$ cat src/rtl/insn_fetch_pkg.sv
// Shared definitions for the instruction-fetch front end: FSM state codes,
// the architectural NOP word and the enable polarity constants.
package insn_fetch_pkg;

  typedef enum logic [2:0] {
    IF_ST_IDLE = 3'd0,
    IF_ST_REQ  = 3'd1,
    IF_ST_WAIT = 3'd2,
    IF_ST_HOLD = 3'd3,
    IF_ST_DROP = 3'd4
  } if_state_e;

  localparam logic [31:0] ISA_NOP = 32'h0000_0013;

  localparam logic ENABLE  = 1'b1;
  localparam logic DISABLE = 1'b0;
  // Asserted level of an active-low control.
  localparam logic ENABLE_ = 1'b0;

endpackage

$ cat src/rtl/insn_fetch.sv
// Instruction-fetch front end: owns the fetch PC, issues one outstanding
// imem read at a time and discards responses made stale by a redirect.
module insn_fetch
  import insn_fetch_pkg::*;
#(
  parameter logic [29:0] RESET_PC = 30'h0
) (
  input  logic        clk,
  input  logic        reset,
  input  logic        stall,
  input  logic        flush,
  input  logic [29:0] new_pc,
  input  logic        br_taken,
  input  logic [29:0] br_addr,
  output logic        imem_req,
  output logic [29:0] imem_addr,
  input  logic        imem_gnt,
  input  logic        imem_rdy,
  input  logic [31:0] imem_rd_data,
  output logic [29:0] fetch_pc,
  output logic [31:0] insn,
  output logic        insn_valid,
  output logic        busy
);

  if_state_e   state_q, state_d;
  logic [29:0] pc_q, pc_d;
  logic [29:0] fetch_pc_q, fetch_pc_d;
  logic [31:0] insn_q, insn_d;
  logic        insn_valid_q, insn_valid_d;

  logic        redirect;
  logic [29:0] target;

  assign redirect = flush | br_taken;
  assign target   = flush ? new_pc : br_addr;

  always_ff @(posedge clk) begin
    if (reset == ENABLE_) begin
      state_q      <= IF_ST_IDLE;
      pc_q         <= RESET_PC;
      fetch_pc_q   <= RESET_PC;
      insn_q       <= ISA_NOP;
      insn_valid_q <= DISABLE;
    end else begin
      state_q      <= state_d;
      pc_q         <= pc_d;
      fetch_pc_q   <= fetch_pc_d;
      insn_q       <= insn_d;
      insn_valid_q <= insn_valid_d;
    end
  end

  always_comb begin
    state_d      = state_q;
    pc_d         = redirect ? target : pc_q;
    fetch_pc_d   = fetch_pc_q;
    insn_d       = insn_q;
    insn_valid_d = insn_valid_q;

    unique case (state_q)
      IF_ST_IDLE: state_d = IF_ST_REQ;
      IF_ST_REQ: begin
        // A grant in the redirect cycle means the old address already left.
        if (imem_gnt) state_d = redirect ? IF_ST_DROP : IF_ST_WAIT;
      end
      IF_ST_WAIT: begin
        if (imem_rdy) begin
          if (redirect) begin
            state_d = IF_ST_REQ;
          end else begin
            state_d      = IF_ST_HOLD;
            insn_d       = imem_rd_data;
            insn_valid_d = ENABLE;
            fetch_pc_d   = pc_q;
          end
        end else if (redirect) begin
          state_d = IF_ST_DROP;
        end
      end
      IF_ST_HOLD: begin
        if (redirect || !stall) begin
          state_d      = IF_ST_REQ;
          insn_d       = ISA_NOP;
          insn_valid_d = DISABLE;
          if (!redirect) pc_d = pc_q + 30'd1;
        end
      end
      IF_ST_DROP: begin
        if (imem_rdy) state_d = IF_ST_REQ;
      end
      default: state_d = IF_ST_IDLE;
    endcase
  end

  assign imem_req   = (state_q == IF_ST_REQ);
  assign busy       = (state_q == IF_ST_REQ) || (state_q == IF_ST_WAIT) ||
                      (state_q == IF_ST_DROP);
  assign imem_addr  = pc_q;
  assign fetch_pc   = fetch_pc_q;
  assign insn       = insn_q;
  assign insn_valid = insn_valid_q;

endmodule

$ cat config.mk
export PLATFORM = sky130hd
export DESIGN_NAME = insn_fetch
export DESIGN_NICKNAME = d
export VERILOG_FILES = /design/src/rtl/insn_fetch_pkg.sv /design/src/rtl/insn_fetch.sv
export SDC_FILE = /design/constraint.sdc
export NUM_CORES = 1
export LEC_CHECK = 0
export CORE_MARGIN = 2
export CORE_UTILIZATION = 42
export CTS_CLUSTER_SIZE = 14
export DETAILED_ROUTE_END_ITERATION = 12
export PLACE_DENSITY = 0.81
export SETUP_SLACK_MARGIN = 0.3
export SLEW_MARGIN = 5
export SYNTH_ARGS = -nofsm -noshare
export SYNTH_HDL_FRONTEND = slang
export SYNTH_SLANG_ARGS = --single-unit
export TNS_END_PERCENT = 50
$ cat constraint.sdc
create_clock -name clk -period 2.65 [get_ports clk]
set_input_delay 0.265 -clock clk [delete_from_list [all_inputs] [get_ports clk]]
set_output_delay 0.265 -clock clk [all_outputs]
set_load 0.01 [all_outputs]
==> results.sh <==
export IMPL_antenna_found_initial=0
export IMPL_power_w=0.00298
export IMPL_grt_pass1_wl_um=22800
export IMPL_place_inst=815
export IMPL_path_clk_slew_ns=0.10
export IMPL_crit_start="imem_addr[0]"
export IMPL_layout_nets=793
export IMPL_avgSynthCellArea_um2=8.44
export IMPL_fmax_ghz=0.454
export IMPL_die_area_mm2=0.0111
export IMPL_drt_wl_total_um=14400
export IMPL_syn_to_final_growth_pct=53.5
export IMPL_numCtsBuffers=9
export IMPL_status="finished clean"
export IMPL_dpl_hpwl_um=10700
export IMPL_tightest_slew_ns=0.669
export IMPL_path_cells="ha_1 > nand4_2 > or4b_4 > xnor2_1 > a222oi_1 > nor2_1"
export IMPL_synth_simple_area_share_pct=23.0
export IMPL_gp_congestion=0.827
export IMPL_leakage_nw=2.27
export IMPL_overflow=0
export IMPL_worst_r2r_path_depth=6
export IMPL_crit_required_ns=2.87
export IMPL_finalHoldViolCount=0
export IMPL_cts_tree="built"
export IMPL_critPathMaxFanout=7
export IMPL_synth_xor_area_share_pct=5.30
export IMPL_yosys_warnings=0
export IMPL_tns_ns=0
export IMPL_slowest_stage="or4b_4"
export IMPL_synth_compound_gate_area_share_pct=20.7
export IMPL_ir_drop_mv=0.242
export IMPL_syn_inst=509
export IMPL_maxSlewViolCount=0
export IMPL_synthMuxAreaShare_pct=1.43
export IMPL_core_area_mm2=0.00986
export IMPL_stdcell_count=831
export IMPL_grt_busiest_layer="met2"
export IMPL_powerDensity_mw_per_mm2=452
export IMPL_clockBufferDepth=2
export IMPL_met2_usage_pct=42.9
export IMPL_clock_skew_ns=0.0112
export IMPL_grt_use_total_pct=25.6
export IMPL_cts_sinks=96
export IMPL_drive_gt1_share_pct=7.16
export IMPL_clock_latency_ns=0.36
export IMPL_placedInstanceArea_mm2=0.00639
export IMPL_synth_top_cells_by_count="96 x dfxtp_1, 83 x nand2_1, 53 x a21oi_1"
export IMPL_synth_cell_types=50
export IMPL_finalSetupViolCount=0
export IMPL_initial_utilization_pct=43.5
export IMPL_grt_pass1_vias=4414
export IMPL_viasPerCell=5.52
export IMPL_synth_fp_nets=609
export IMPL_synth_edf_count=0
export IMPL_ctsHoldBuffers=0
export IMPL_grt_use_met1_pct=30.1
export IMPL_r2r_start="imem_addr[0]"
export IMPL_htree_levels=3
export IMPL_ant_nets=0
export IMPL_rsz0062_at_grt="no"
export IMPL_dr_pass1_iters=5
export IMPL_fp_row_count=36
export IMPL_synth_top_family_by_area="simple AND/OR/NAND/NOR gates"
export IMPL_synth_ff_type="dfxtp_1"
export IMPL_critPathCaptureType="register"
export IMPL_synth_top_area_share_pct=44.7
export IMPL_yosysMostFrequentCell="dfxtp_1"
export IMPL_hp_class="reg -> reg"
export IMPL_setup_worst_path_start_class="register"
export IMPL_io_buffers=193
export IMPL_dieHeight_um=105
export IMPL_fillers=781
export IMPL_grt_max_degree=54
export IMPL_netlist_area_mm2=0.00430
export IMPL_endpoint="imem_addr[8]"
export IMPL_finalCritPeriodShare_pct=83.1
export IMPL_floorplan_die_width_um=105
export IMPL_cts_resized=0
export IMPL_diodes=0
export IMPL_maxCapViolCount=0
export IMPL_drcViolationCount=0
export IMPL_root_buffer="clkbuf_8"
export IMPL_ys_ff_latch=96
export IMPL_num_vias=4588
export IMPL_critPathArrivalTime_ns=2.43
export IMPL_synthTopCellsByArea="dfxtp_1 45%, nand2_1 7.3%, a22oi_1 6.5%"
export IMPL_r2r_slack_ns=0.45
export IMPL_post_cts_buffers=0
export IMPL_timing_rr_end="imem_addr[8]"
export IMPL_worst_setup_path_type="reg -> reg"
export IMPL_synth_top_area_cell="dfxtp_1"
export IMPL_async_flop_share_pct=0
export IMPL_dr_first_iter_drc_count=249
export IMPL_maxSlewHeadroom_pct=55.3
export IMPL_gr_usage_met3_pct=9.05
export IMPL_io_pins=194
export IMPL_synthAdderAreaFrac_pct=0.291
export IMPL_max_stage_delay_ns=0.58
export IMPL_synth_seq_area_share_pct=44.7
export IMPL_wl_per_cell_um=17.3
export IMPL_min_period_ns=2.20
export IMPL_final_area_mm2=0.00659
==> stage by stage <==
step                      hold WS [ns]  utilization, %  setup slack, ns
after detailed placement         0.449            64.8            0.302
final                            0.458            66.8            0.447
after global routing             0.484            66.8            0.319
after CTS                        0.449            66.8            0.375
after floorplan                  0.410               -            0.583
after global placement           0.443            64.8            0.338
==> state kept, by name, summed over array words and instances, names as in the netlist <==
signal / count
fetch_pc: 30
imem_addr: 30
insn: 32
insn_valid: 1
state_q: 3
==> layer usage <==
| metal | routed length, µm | share of wire [%] |
|---|---|---|
| met1 | 5750 | 40 |
| met2 | 6790 | 47 |
| met3 | 1510 | 11 |
| met4 | 317 | 2.2 |
| met5 | 0 | 0 |
==> worst max-delay path, delay by kind of cell (launching register included) <==
kind	cells	cell delay (ns)
AOI/OAI and AO/OA	1	0.32
xor gates and xnor gates	1	0.16
adders and majority gates	1	0.27
DFF	1	0.46
and+or+nand+nor	3	0.85
==> report_power, final <==
| group | switching [W] | internal, W | leakage [nW] |
|---|---|---|---|
| logic | 0.000180 | 0.000266 | 1.39 |
| registers | 0.0000666 | 0.00148 | 0.782 |
| clock network | 0.000542 | 0.000448 | 0.0982 |
| total | 0.000789 | 0.00219 | 2.27 |
==> placed cells by master, fill, tap and decap left out, drive strengths merged, types with 3 or more instances in the layout <==
| master | netlist | final |
|---|---|---|
| clkdlybuf4s50 | 0 | 193 |
| dfxtp | 96 | 96 |
| nand2 | 83 | 83 |
| a21oi | 53 | 53 |
| nor2 | 40 | 40 |
| a22oi | 37 | 37 |
| buf | 14 | 20 |
| xor2 | 19 | 19 |
| nand4 | 19 | 19 |
| nand3 | 13 | 13 |
| o21ai | 12 | 12 |
| o22ai | 10 | 10 |
| o221ai | 10 | 10 |
| clkbuf | 26 | 9 |
| o211ai | 8 | 8 |
| inv | 5 | 8 |
| xnor2 | 7 | 7 |
| nor3 | 7 | 7 |
| and4 | 5 | 5 |
| mux2i | 5 | 5 |
| nor3b | 4 | 4 |
| nand2b | 4 | 4 |
| nor4 | 4 | 4 |
| nor2b | 3 | 3 |
| and3 | 3 | 3 |
| and2 | 3 | 3 |
==> area by class of cell <==
type	count	area, µm²	area share, %
Tap cell	133	166	2.52
Inverter	5	18.8	0.285
Clock buffer	9	124	1.88
Multi-Input combinational cell	368	2190	33.2
Timing Repair Buffer	213	2090	31.8
Sequential cell	96	1920	29.1
Clock inverter	7	78.8	1.20
==> logic make-up (layout without fill, tap and decap cells) <==
logic type                 Yosys count  in the layout
and+or+nand+nor                    196            196
xor gates and xnor gates            26             26
muxes                                6              6
AOI/OAI and AO/OA                  139            139
DFF                                 96             96
buffers and inverters               45            234
adders and majority gates            1              1
==> how the worst min path moves through the flow <==
stage / endpoint / slack, ns / startpoint / depth (start not counted)
5_1_grt: fetch_pc[17] / 0.48 / fetch_pc[17] / 2
2_1_floorplan: imem_addr[1] / 0.41 / new_pc[1] / 2
6_report: fetch_pc[16] / 0.46 / fetch_pc[16] / 2
4_1_cts: imem_addr[1] / 0.45 / new_pc[1] / 3
3_5_place_dp: fetch_pc[8] / 0.45 / fetch_pc[8] / 2
3_3_place_gp: fetch_pc[24] / 0.44 / fetch_pc[24] / 2
(Power assumes the default switching activity.)
